[src/rtl/axi4_pkg.sv]
// Shared AXI4 encodings, FSM states and the latched read-request record
// used by the read responder and the burst address generator.
package axi4_pkg;

    typedef enum logic [1:0] {
        BURST_FIXED = 2'b00,
        BURST_INCR  = 2'b01,
        BURST_WRAP  = 2'b10,
        BURST_RSVD  = 2'b11
    } burst_e;

    localparam logic [1:0] RESP_OKAY   = 2'b00;
    localparam logic [1:0] RESP_SLVERR = 2'b10;

    typedef enum logic [1:0] {
        IDLE,
        WAIT,
        READ,
        RESP
    } state_e;

    typedef struct packed {
        logic [31:0] addr;
        logic [3:0]  id;
        logic [7:0]  len;
        logic [2:0]  size;
        burst_e      burst;
    } ar_req_t;

    // A request is unserviceable when beats exceed the 32-bit bus, the burst
    // type is reserved, or a WRAP length is not a power-of-two beat count.
    function automatic logic req_err(input logic [7:0] len,
                                     input logic [2:0] size,
                                     input burst_e     burst);
        logic wrap_len_ok;
        wrap_len_ok = (len == 8'd1) || (len == 8'd3) || (len == 8'd7) || (len == 8'd15);
        return (size > 3'd2) || (burst == BURST_RSVD) ||
               ((burst == BURST_WRAP) && !wrap_len_ok);
    endfunction

endpackage

[src/rtl/axi4_rd_slave_if.sv]
// AR/R channel bundle between the instruction-fetch master and the read responder.
interface axi4_rd_slave_if;
    logic        in_arvalid;
    logic        in_arready;
    logic [31:0] in_araddr;
    logic [3:0]  in_arid;
    logic [7:0]  in_arlen;
    logic [2:0]  in_arsize;
    logic [1:0]  in_arburst;
    logic        in_rvalid;
    logic        in_rready;
    logic [31:0] in_rdata;
    logic [3:0]  in_rid;
    logic [1:0]  in_rresp;
    logic        in_rlast;

    modport slave (
        input  in_arvalid, in_araddr, in_arid, in_arlen, in_arsize, in_arburst, in_rready,
        output in_arready, in_rvalid, in_rdata, in_rid, in_rresp, in_rlast
    );

    modport master (
        output in_arvalid, in_araddr, in_arid, in_arlen, in_arsize, in_arburst, in_rready,
        input  in_arready, in_rvalid, in_rdata, in_rid, in_rresp, in_rlast
    );
endinterface

[src/rtl/axi4_burst_addr.sv]
// Combinational AXI4 next-beat address for FIXED/INCR/WRAP bursts; shared by
// the read responder and the planned write responder.
module axi4_burst_addr
    import axi4_pkg::*;
(
    input  logic [31:0] addr_i,
    input  logic [2:0]  size_i,
    input  logic [7:0]  len_i,
    input  burst_e      burst_i,
    output logic [31:0] next_addr_o
);
    logic [31:0] step;
    logic [31:0] wrap_mask;

    always_comb begin
        step      = 32'd1 << size_i;
        wrap_mask = (({24'd0, len_i} + 32'd1) << size_i) - 32'd1;
        case (burst_i)
            BURST_INCR: next_addr_o = addr_i + step;
            BURST_WRAP: next_addr_o = (addr_i & ~wrap_mask) | ((addr_i + step) & wrap_mask);
            default:    next_addr_o = addr_i;
        endcase
    end
endmodule

[src/rtl/axi4_rd_slave.sv]
// AXI4 read-channel responder in front of a word-addressed synchronous memory:
// one burst at a time, programmable first-beat latency, SLVERR on bad requests.
module axi4_rd_slave
    import axi4_pkg::*;
#(
    parameter logic [31:0] BASE_ADDR  = 32'h2000_0000,
    parameter int          MEM_WORDS  = 1024,
    parameter int          RD_LATENCY = 2,
    parameter int          MEM_AW     = $clog2(MEM_WORDS)
) (
    input  logic              clock,
    input  logic              reset,
    axi4_rd_slave_if.slave    axi,
    output logic              mem_ren,
    output logic [MEM_AW-1:0] mem_raddr,
    input  logic [31:0]       mem_rdata
);
    localparam logic [31:0] MEM_BYTES = 32'(4 * MEM_WORDS);
    localparam logic [3:0]  LAT_INIT  = (RD_LATENCY > 0) ? 4'(RD_LATENCY - 1) : 4'd0;

    state_e      state_q, state_d;
    ar_req_t     req_q, req_d;
    logic [7:0]  beat_cnt_q, beat_cnt_d;
    logic [3:0]  lat_cnt_q, lat_cnt_d;
    logic        err_q, err_d;
    logic        beat_err_q, beat_err_d;
    logic        first_q, first_d;
    logic [31:0] rdata_q, rdata_d;
    logic [1:0]  rresp_q, rresp_d;
    logic        rlast_q, rlast_d;

    logic [31:0] offset;
    logic        beat_err;
    logic [31:0] next_addr;
    logic [31:0] rdata_out;
    logic        unused_offset_bits;

    axi4_burst_addr u_burst_addr (
        .addr_i      (req_q.addr),
        .size_i      (req_q.size),
        .len_i       (req_q.len),
        .burst_i     (req_q.burst),
        .next_addr_o (next_addr)
    );

    // Addresses below BASE_ADDR wrap to huge offsets, so one compare covers both bounds.
    assign offset             = req_q.addr - BASE_ADDR;
    assign beat_err           = err_q || (offset >= MEM_BYTES);
    assign mem_raddr          = offset[MEM_AW+1:2];
    assign unused_offset_bits = ^{offset[31:MEM_AW+2], offset[1:0]};

    // Memory data lands in the first RESP cycle; it is captured there and held afterwards.
    assign rdata_out = first_q ? (beat_err_q ? 32'd0 : mem_rdata) : rdata_q;

    assign axi.in_arready = !reset && (state_q == IDLE);
    assign axi.in_rvalid  = (state_q == RESP);
    assign axi.in_rdata   = rdata_out;
    assign axi.in_rid     = req_q.id;
    assign axi.in_rresp   = rresp_q;
    assign axi.in_rlast   = rlast_q;

    always_comb begin
        state_d    = state_q;
        req_d      = req_q;
        beat_cnt_d = beat_cnt_q;
        lat_cnt_d  = lat_cnt_q;
        err_d      = err_q;
        beat_err_d = beat_err_q;
        first_d    = 1'b0;
        rdata_d    = rdata_out;
        rresp_d    = rresp_q;
        rlast_d    = rlast_q;
        mem_ren    = 1'b0;
        case (state_q)
            IDLE: begin
                if (axi.in_arvalid) begin
                    req_d = '{addr:  axi.in_araddr,
                              id:    axi.in_arid,
                              len:   axi.in_arlen,
                              size:  axi.in_arsize,
                              burst: burst_e'(axi.in_arburst)};
                    beat_cnt_d = 8'd0;
                    err_d      = req_err(axi.in_arlen, axi.in_arsize, burst_e'(axi.in_arburst));
                    if (RD_LATENCY == 0) begin
                        state_d = READ;
                    end else begin
                        state_d   = WAIT;
                        lat_cnt_d = LAT_INIT;
                    end
                end
            end
            WAIT: begin
                if (lat_cnt_q == 4'd0) state_d = READ;
                else                   lat_cnt_d = lat_cnt_q - 4'd1;
            end
            READ: begin
                mem_ren    = !beat_err;
                beat_err_d = beat_err;
                rresp_d    = beat_err ? RESP_SLVERR : RESP_OKAY;
                rlast_d    = (beat_cnt_q == req_q.len);
                first_d    = 1'b1;
                state_d    = RESP;
            end
            RESP: begin
                if (axi.in_rready) begin
                    if (rlast_q) begin
                        state_d = IDLE;
                    end else begin
                        beat_cnt_d = beat_cnt_q + 8'd1;
                        req_d.addr = next_addr;
                        state_d    = READ;
                    end
                end
            end
            default: state_d = IDLE;
        endcase
    end

    always_ff @(posedge clock) begin
        if (reset) begin
            state_q    <= IDLE;
            req_q      <= '0;
            beat_cnt_q <= 8'd0;
            lat_cnt_q  <= 4'd0;
            err_q      <= 1'b0;
            beat_err_q <= 1'b0;
            first_q    <= 1'b0;
            rdata_q    <= 32'd0;
            rresp_q    <= RESP_OKAY;
            rlast_q    <= 1'b0;
        end else begin
            state_q    <= state_d;
            req_q      <= req_d;
            beat_cnt_q <= beat_cnt_d;
            lat_cnt_q  <= lat_cnt_d;
            err_q      <= err_d;
            beat_err_q <= beat_err_d;
            first_q    <= first_d;
            rdata_q    <= rdata_d;
            rresp_q    <= rresp_d;
            rlast_q    <= rlast_d;
        end
    end
endmodule

[src/flat_wrapper.sv]
// flat-port wrapper written by rule: the top's interface ports become plain ports
module axi4_rd_slave_flat import axi4_pkg::*;
#(
    parameter logic [31:0] BASE_ADDR  = 32'h2000_0000,
    parameter int          MEM_WORDS  = 1024,
    parameter int          RD_LATENCY = 2,
    parameter int          MEM_AW     = $clog2(MEM_WORDS)
)
  (clock, reset, mem_ren, mem_raddr, mem_rdata, axi_in_arvalid, axi_in_araddr, axi_in_arid, axi_in_arlen, axi_in_arsize, axi_in_arburst, axi_in_rready, axi_in_arready, axi_in_rvalid, axi_in_rdata, axi_in_rid, axi_in_rresp, axi_in_rlast);
  axi4_rd_slave_if axi_i ();
  input  logic clock;
  input  logic reset;
  output logic mem_ren;
  output logic [MEM_AW-1:0] mem_raddr;
  input  logic [31:0] mem_rdata;
  input wire logic [$bits(axi_i.in_arvalid)-1:0] axi_in_arvalid;
  input wire logic [$bits(axi_i.in_araddr)-1:0] axi_in_araddr;
  input wire logic [$bits(axi_i.in_arid)-1:0] axi_in_arid;
  input wire logic [$bits(axi_i.in_arlen)-1:0] axi_in_arlen;
  input wire logic [$bits(axi_i.in_arsize)-1:0] axi_in_arsize;
  input wire logic [$bits(axi_i.in_arburst)-1:0] axi_in_arburst;
  input wire logic [$bits(axi_i.in_rready)-1:0] axi_in_rready;
  output wire logic [$bits(axi_i.in_arready)-1:0] axi_in_arready;
  output wire logic [$bits(axi_i.in_rvalid)-1:0] axi_in_rvalid;
  output wire logic [$bits(axi_i.in_rdata)-1:0] axi_in_rdata;
  output wire logic [$bits(axi_i.in_rid)-1:0] axi_in_rid;
  output wire logic [$bits(axi_i.in_rresp)-1:0] axi_in_rresp;
  output wire logic [$bits(axi_i.in_rlast)-1:0] axi_in_rlast;
  assign axi_i.in_arvalid = axi_in_arvalid;
  assign axi_i.in_araddr = axi_in_araddr;
  assign axi_i.in_arid = axi_in_arid;
  assign axi_i.in_arlen = axi_in_arlen;
  assign axi_i.in_arsize = axi_in_arsize;
  assign axi_i.in_arburst = axi_in_arburst;
  assign axi_i.in_rready = axi_in_rready;
  assign axi_in_arready = axi_i.in_arready;
  assign axi_in_rvalid = axi_i.in_rvalid;
  assign axi_in_rdata = axi_i.in_rdata;
  assign axi_in_rid = axi_i.in_rid;
  assign axi_in_rresp = axi_i.in_rresp;
  assign axi_in_rlast = axi_i.in_rlast;
  axi4_rd_slave #(.BASE_ADDR(BASE_ADDR), .MEM_WORDS(MEM_WORDS), .RD_LATENCY(RD_LATENCY), .MEM_AW(MEM_AW)) u_core (.clock(clock), .reset(reset), .axi(axi_i), .mem_ren(mem_ren), .mem_raddr(mem_raddr), .mem_rdata(mem_rdata));
endmodule
[config.mk]
export PLATFORM = sky130hd
export DESIGN_NAME = axi4_rd_slave_flat
export DESIGN_NICKNAME = d
export VERILOG_FILES = /design/src/rtl/axi4_pkg.sv /design/src/rtl/axi4_rd_slave_if.sv /design/src/rtl/axi4_burst_addr.sv /design/src/rtl/axi4_rd_slave.sv /design/src/flat_wrapper.sv
export SDC_FILE = /design/constraint.sdc
export NUM_CORES = 1
export LEC_CHECK = 0
export CORE_MARGIN = 8
export CORE_UTILIZATION = 30
export CTS_CLUSTER_SIZE = 20
export DETAILED_ROUTE_END_ITERATION = 10
export PLACE_DENSITY = 0.57
export SLEW_MARGIN = 0
export SYNTH_ARGS = -nofsm -noshare
export SYNTH_HDL_FRONTEND = slang
export SYNTH_SLANG_ARGS = --single-unit
[constraint.sdc]
create_clock -name clock -period 3.2 [get_ports clock]
set_input_delay 0.64 -clock clock [delete_from_list [all_inputs] [get_ports clock]]
set_output_delay 0.64 -clock clock [all_outputs]
set_load 0.02 [all_outputs]
==> out/summary.md <==
STA classifies the critical path endpoint as a flop. The run gives 9 as the number of buffers inserted during clock tree synthesis. For the setup slack after placement, the log shows -0.0107 ns.

After floorplanning, the core was divided into 55 placement rows. In the final layout, the multi-input gates occupy 4440 um^2. For the relative slew slack, the log shows 0.525.

The number of warnings reported in the yosys synthesis log was 0; the fraction of the cycle the final worst path needs was 1.00. The main flop type after synthesis was dfxtp_1. The setup clock skew after layout is 0.0128 ns. The logs give 2363 for the layout filler cell count and 0 for the total count of hold-check failures in the final report.

By area the synthesized netlist is led by dfxtp_1 (28%), nand2_1 (7.2%), o21ai_0 (4.5%). The worst setup path is launched from a flop. TritonCTS built the clock tree.

The total detailed-routing wirelength was 23800 um; the final max-slew violation count was 0. Using the TritonRoute via totals, the vias-per-cell ratio works out to 5.27. Detailed-route wire length per cell: 17.3 um. The checks that failed: setup timing. The run gives 3 as the level count of the clock H-tree. The congestion estimate from routability-driven global placement came to 0.900.

At the end of the flow, the number of nets in the layout was 1186. By count the netlist is led by nand2_1 (133), dfxtp_1 (99), nor2_1 (66), o21ai_0 (62), a21oi_1 (60). The overall die area was 28300 um^2; the netlist area before placement was 6960 um^2.

Along the worst path, the maximum fanout reaches 4. The run finished, with violations left. Clock latency on the worst-skew pair, taken at its later pin, is 0.36 ns.

For the sequential fraction of the synthesis area, the log shows 0.285. From bottom edge to top edge, the die measures 168 um. The launching instance or port of the critical path was u_core.req_q[6]. In this run the most critical hold path is launched from u_core.axi.in_rid[1]. For the pin with the worst max-slew slack, the measured transition is 0.710 ns. Floorplan die width: 168 um. Summing all flip-flop and latch instances after layout gives 1990 um^2. Counting flops with a built-in enable in the synthesized netlist gives 0. The HPWL after detailed placement came out at 17900 um. The biggest area contributor in the post-synthesis netlist is dfxtp_1. The class of the tightest hold or removal check is flop to flop. The count of buffers added on input and output ports is 135. The maximum vdd drop was 245 uV; the number of max-cap violations was 0.

For this block, the initial DRC count from the detailed router was 476. The startpoint identified for the worst register-to-register timing path is u_core.req_q[6]. The run gives -0.0134 ns as the post-layout worst setup margin. After detailed routing, the number of remaining DRC violations is 0. Synthesis produced 946 cells.

The effective utilization at floorplan came out at 0.307. The logs give 0 for the number of nets with antenna violations after detailed routing and 3.42 nW for the reported leakage power. The largest net degree at the start of global routing is 40.

The area share of the largest cell type after synthesis is 0.285. The tools report the root buffer cell as clkbuf_16. By startpoint and endpoint, the worst setup path is classified as flop to flop. The logs give 83 for the number of different library cells in the post-synthesis netlist and 1049 for the synthesized net count.

The number of top-level pins was 137; the overall routing resource usage was 0.162. 0 antenna diodes ended up in the layout. The fraction of registers with async set/reset was 0; the number of sinks driven by the clock tree was 99. Synthesis inferred 99 register bits. The area growth from synthesis to layout is 32.4%. Derived from the worst setup path, the maximum achievable clock frequency is 311 MHz.

Post-synthesis average cell area: 7.36 um^2. Placeable core area: 22700 um^2. For the worst setup path, the data arrival time is 3.51 ns. The routed layout has 7239 vias.

The run gives 0 as the initial antenna violation count. Counting I/O delays and the setup requirement, the final critical path takes 3.21 ns. The power per unit of standard cell area is 414 nW/um^2, and the first-pass GRT wire length is 37500 um.

The run gives 8 as the count of TritonRoute iterations in the first routing pass. The sum of overflow across all layers after global routing is 0, and the final non-filler cell total is 1373. At the worst endpoint, the required time is 3.50 ns. In the post-synthesis netlist, the cell with the most instances is nand2_1.

Clock-pin slew was measured on the worst setup and hold paths at 0.08 ns. For the number of global-route vias before repair, the log shows 6925. Setup repair after global routing could not meet its margin everywhere. The final setup violation count was 1; the maximum buffer depth of the clock tree was 2.

The number of placed cells counting well taps is 1353, and the share of post-route cells with drive strength above 1 is 0.111.
## worst paths after layout
| kind | end | slack (ns) | cells past startpoint |
|---|---|---|---|
| max | flop | -0.01 | 13 |
| min | u_core.axi.in_rid[1] | 0.46 | 2 |
| max reg2reg | flop | -0.01 | 13 |
| min reg2reg | u_core.axi.in_rid[1] | 0.46 | 2 |
## through the flow
stage / setup TNS (ns) / utilization / power [mW] / area [um^2] / hold WS [ns]
finish: -0.0134 / 0.406 / 3.82 / 9220 / 0.463
global route: -1.12 / 0.406 / 4.03 / 9220 / 0.492
CTS: 0 / 0.400 / 3.81 / 9090 / 0.463
detailed placement: -0.0107 / 0.387 / 2.65 / 8780 / 0.451
global placement: 0 / 0.387 / 2.64 / 8780 / 0.442
floorplan: 0 / - / 2.17 / 6960 / 0.436
## layout by cell type (no fill, tap or decap), types with 7 or more instances in the layout
cell type        instances
clkdlybuf4s50_1        135
nand2_1                132
dfxtp_1                 96
buf_4                   67
nor2_1                  66
o21ai_0                 62
a21oi_1                 59
inv_1                   57
and2_1                  43
xor2_1                  21
nand3_1                 20
a211oi_1                19
nand4_1                 16
xnor2_1                 16
ha_1                    15
nor3_1                  13
and3_1                  12
nor2b_1                 10
nor4_1                   9
o211ai_1                 9
a31oi_1                  9
clkbuf_16                9
a21o_1                   8
a211o_1                  8
nand2b_1                 7
o21a_1                   7
o2111ai_1                7
o21ai_1                  7
a22oi_1                  7
## cells by family (layout without fill, tap and decap cells)
| family | Yosys count | after routing | synth area share |
|---|---|---|---|
| xor gates and xnor gates | 37 | 37 | 0.0466 |
| and+or+nand+nor | 367 | 367 | 0.259 |
| adders and majority gates | 18 | 18 | 0.0334 |
| muxes | 6 | 6 | 0.00881 |
| DFF | 99 | 99 | 0.285 |
| buffers and inverters | 138 | 280 | 0.0904 |
| AOI/OAI and AO/OA | 280 | 280 | 0.276 |
| other | 1 | 1 | 0.000539 |
## power by group
group | internal [mW] | leakage [nW] | switching [mW]
logic | 0.584 | 2.46 | 0.687
clock network | 0.559 | 0.150 | 0.583
registers | 1.32 | 0.808 | 0.0878
total | 2.46 | 3.42 | 1.36
## worst max-delay path, stage by stage (launching register included)
cell and delay, ns:
dfxtp_2 0.34, ha_4 0.23, nor2b_4 0.12, or2_1 0.24
nand2_1 0.08, ha_2 0.19, nor2b_1 0.13, o2111ai_1 0.10
nand3_1 0.14, or3b_4 0.42, or3_4 0.40, or3_1 0.35
a31oi_1 0.22, mux2i_1 0.20
## layer usage
| layer | GRT usage | routed length [um] |
|---|---|---|
| met5 | 0 | 0 |
| met4 | 0.0334 | 198 |
| met3 | 0.0388 | 1740 |
| met2 | 0.261 | 10800 |
| met1 | 0.217 | 11100 |
## repair_timing
| item | CTS | global route |
|---|---|---|
| buffers inserted | 0 | 4 |
| resized for setup | 3 | 22 |
| hold buffers | 0 | 0 |
| pin swaps | 1 | 14 |
| endpoints found under the setup margin | 8 | 20 |
## layout make-up
class,count,share of cell area
multi-input combinational,709,0.482
sequential,99,0.215
timing repair buffer,205,0.207
tap,285,0.0387
clock buffer,9,0.0244
inverter,59,0.0240
clock inverter,7,0.00882
No activity file was read; power rests on OpenSTA's default activity.
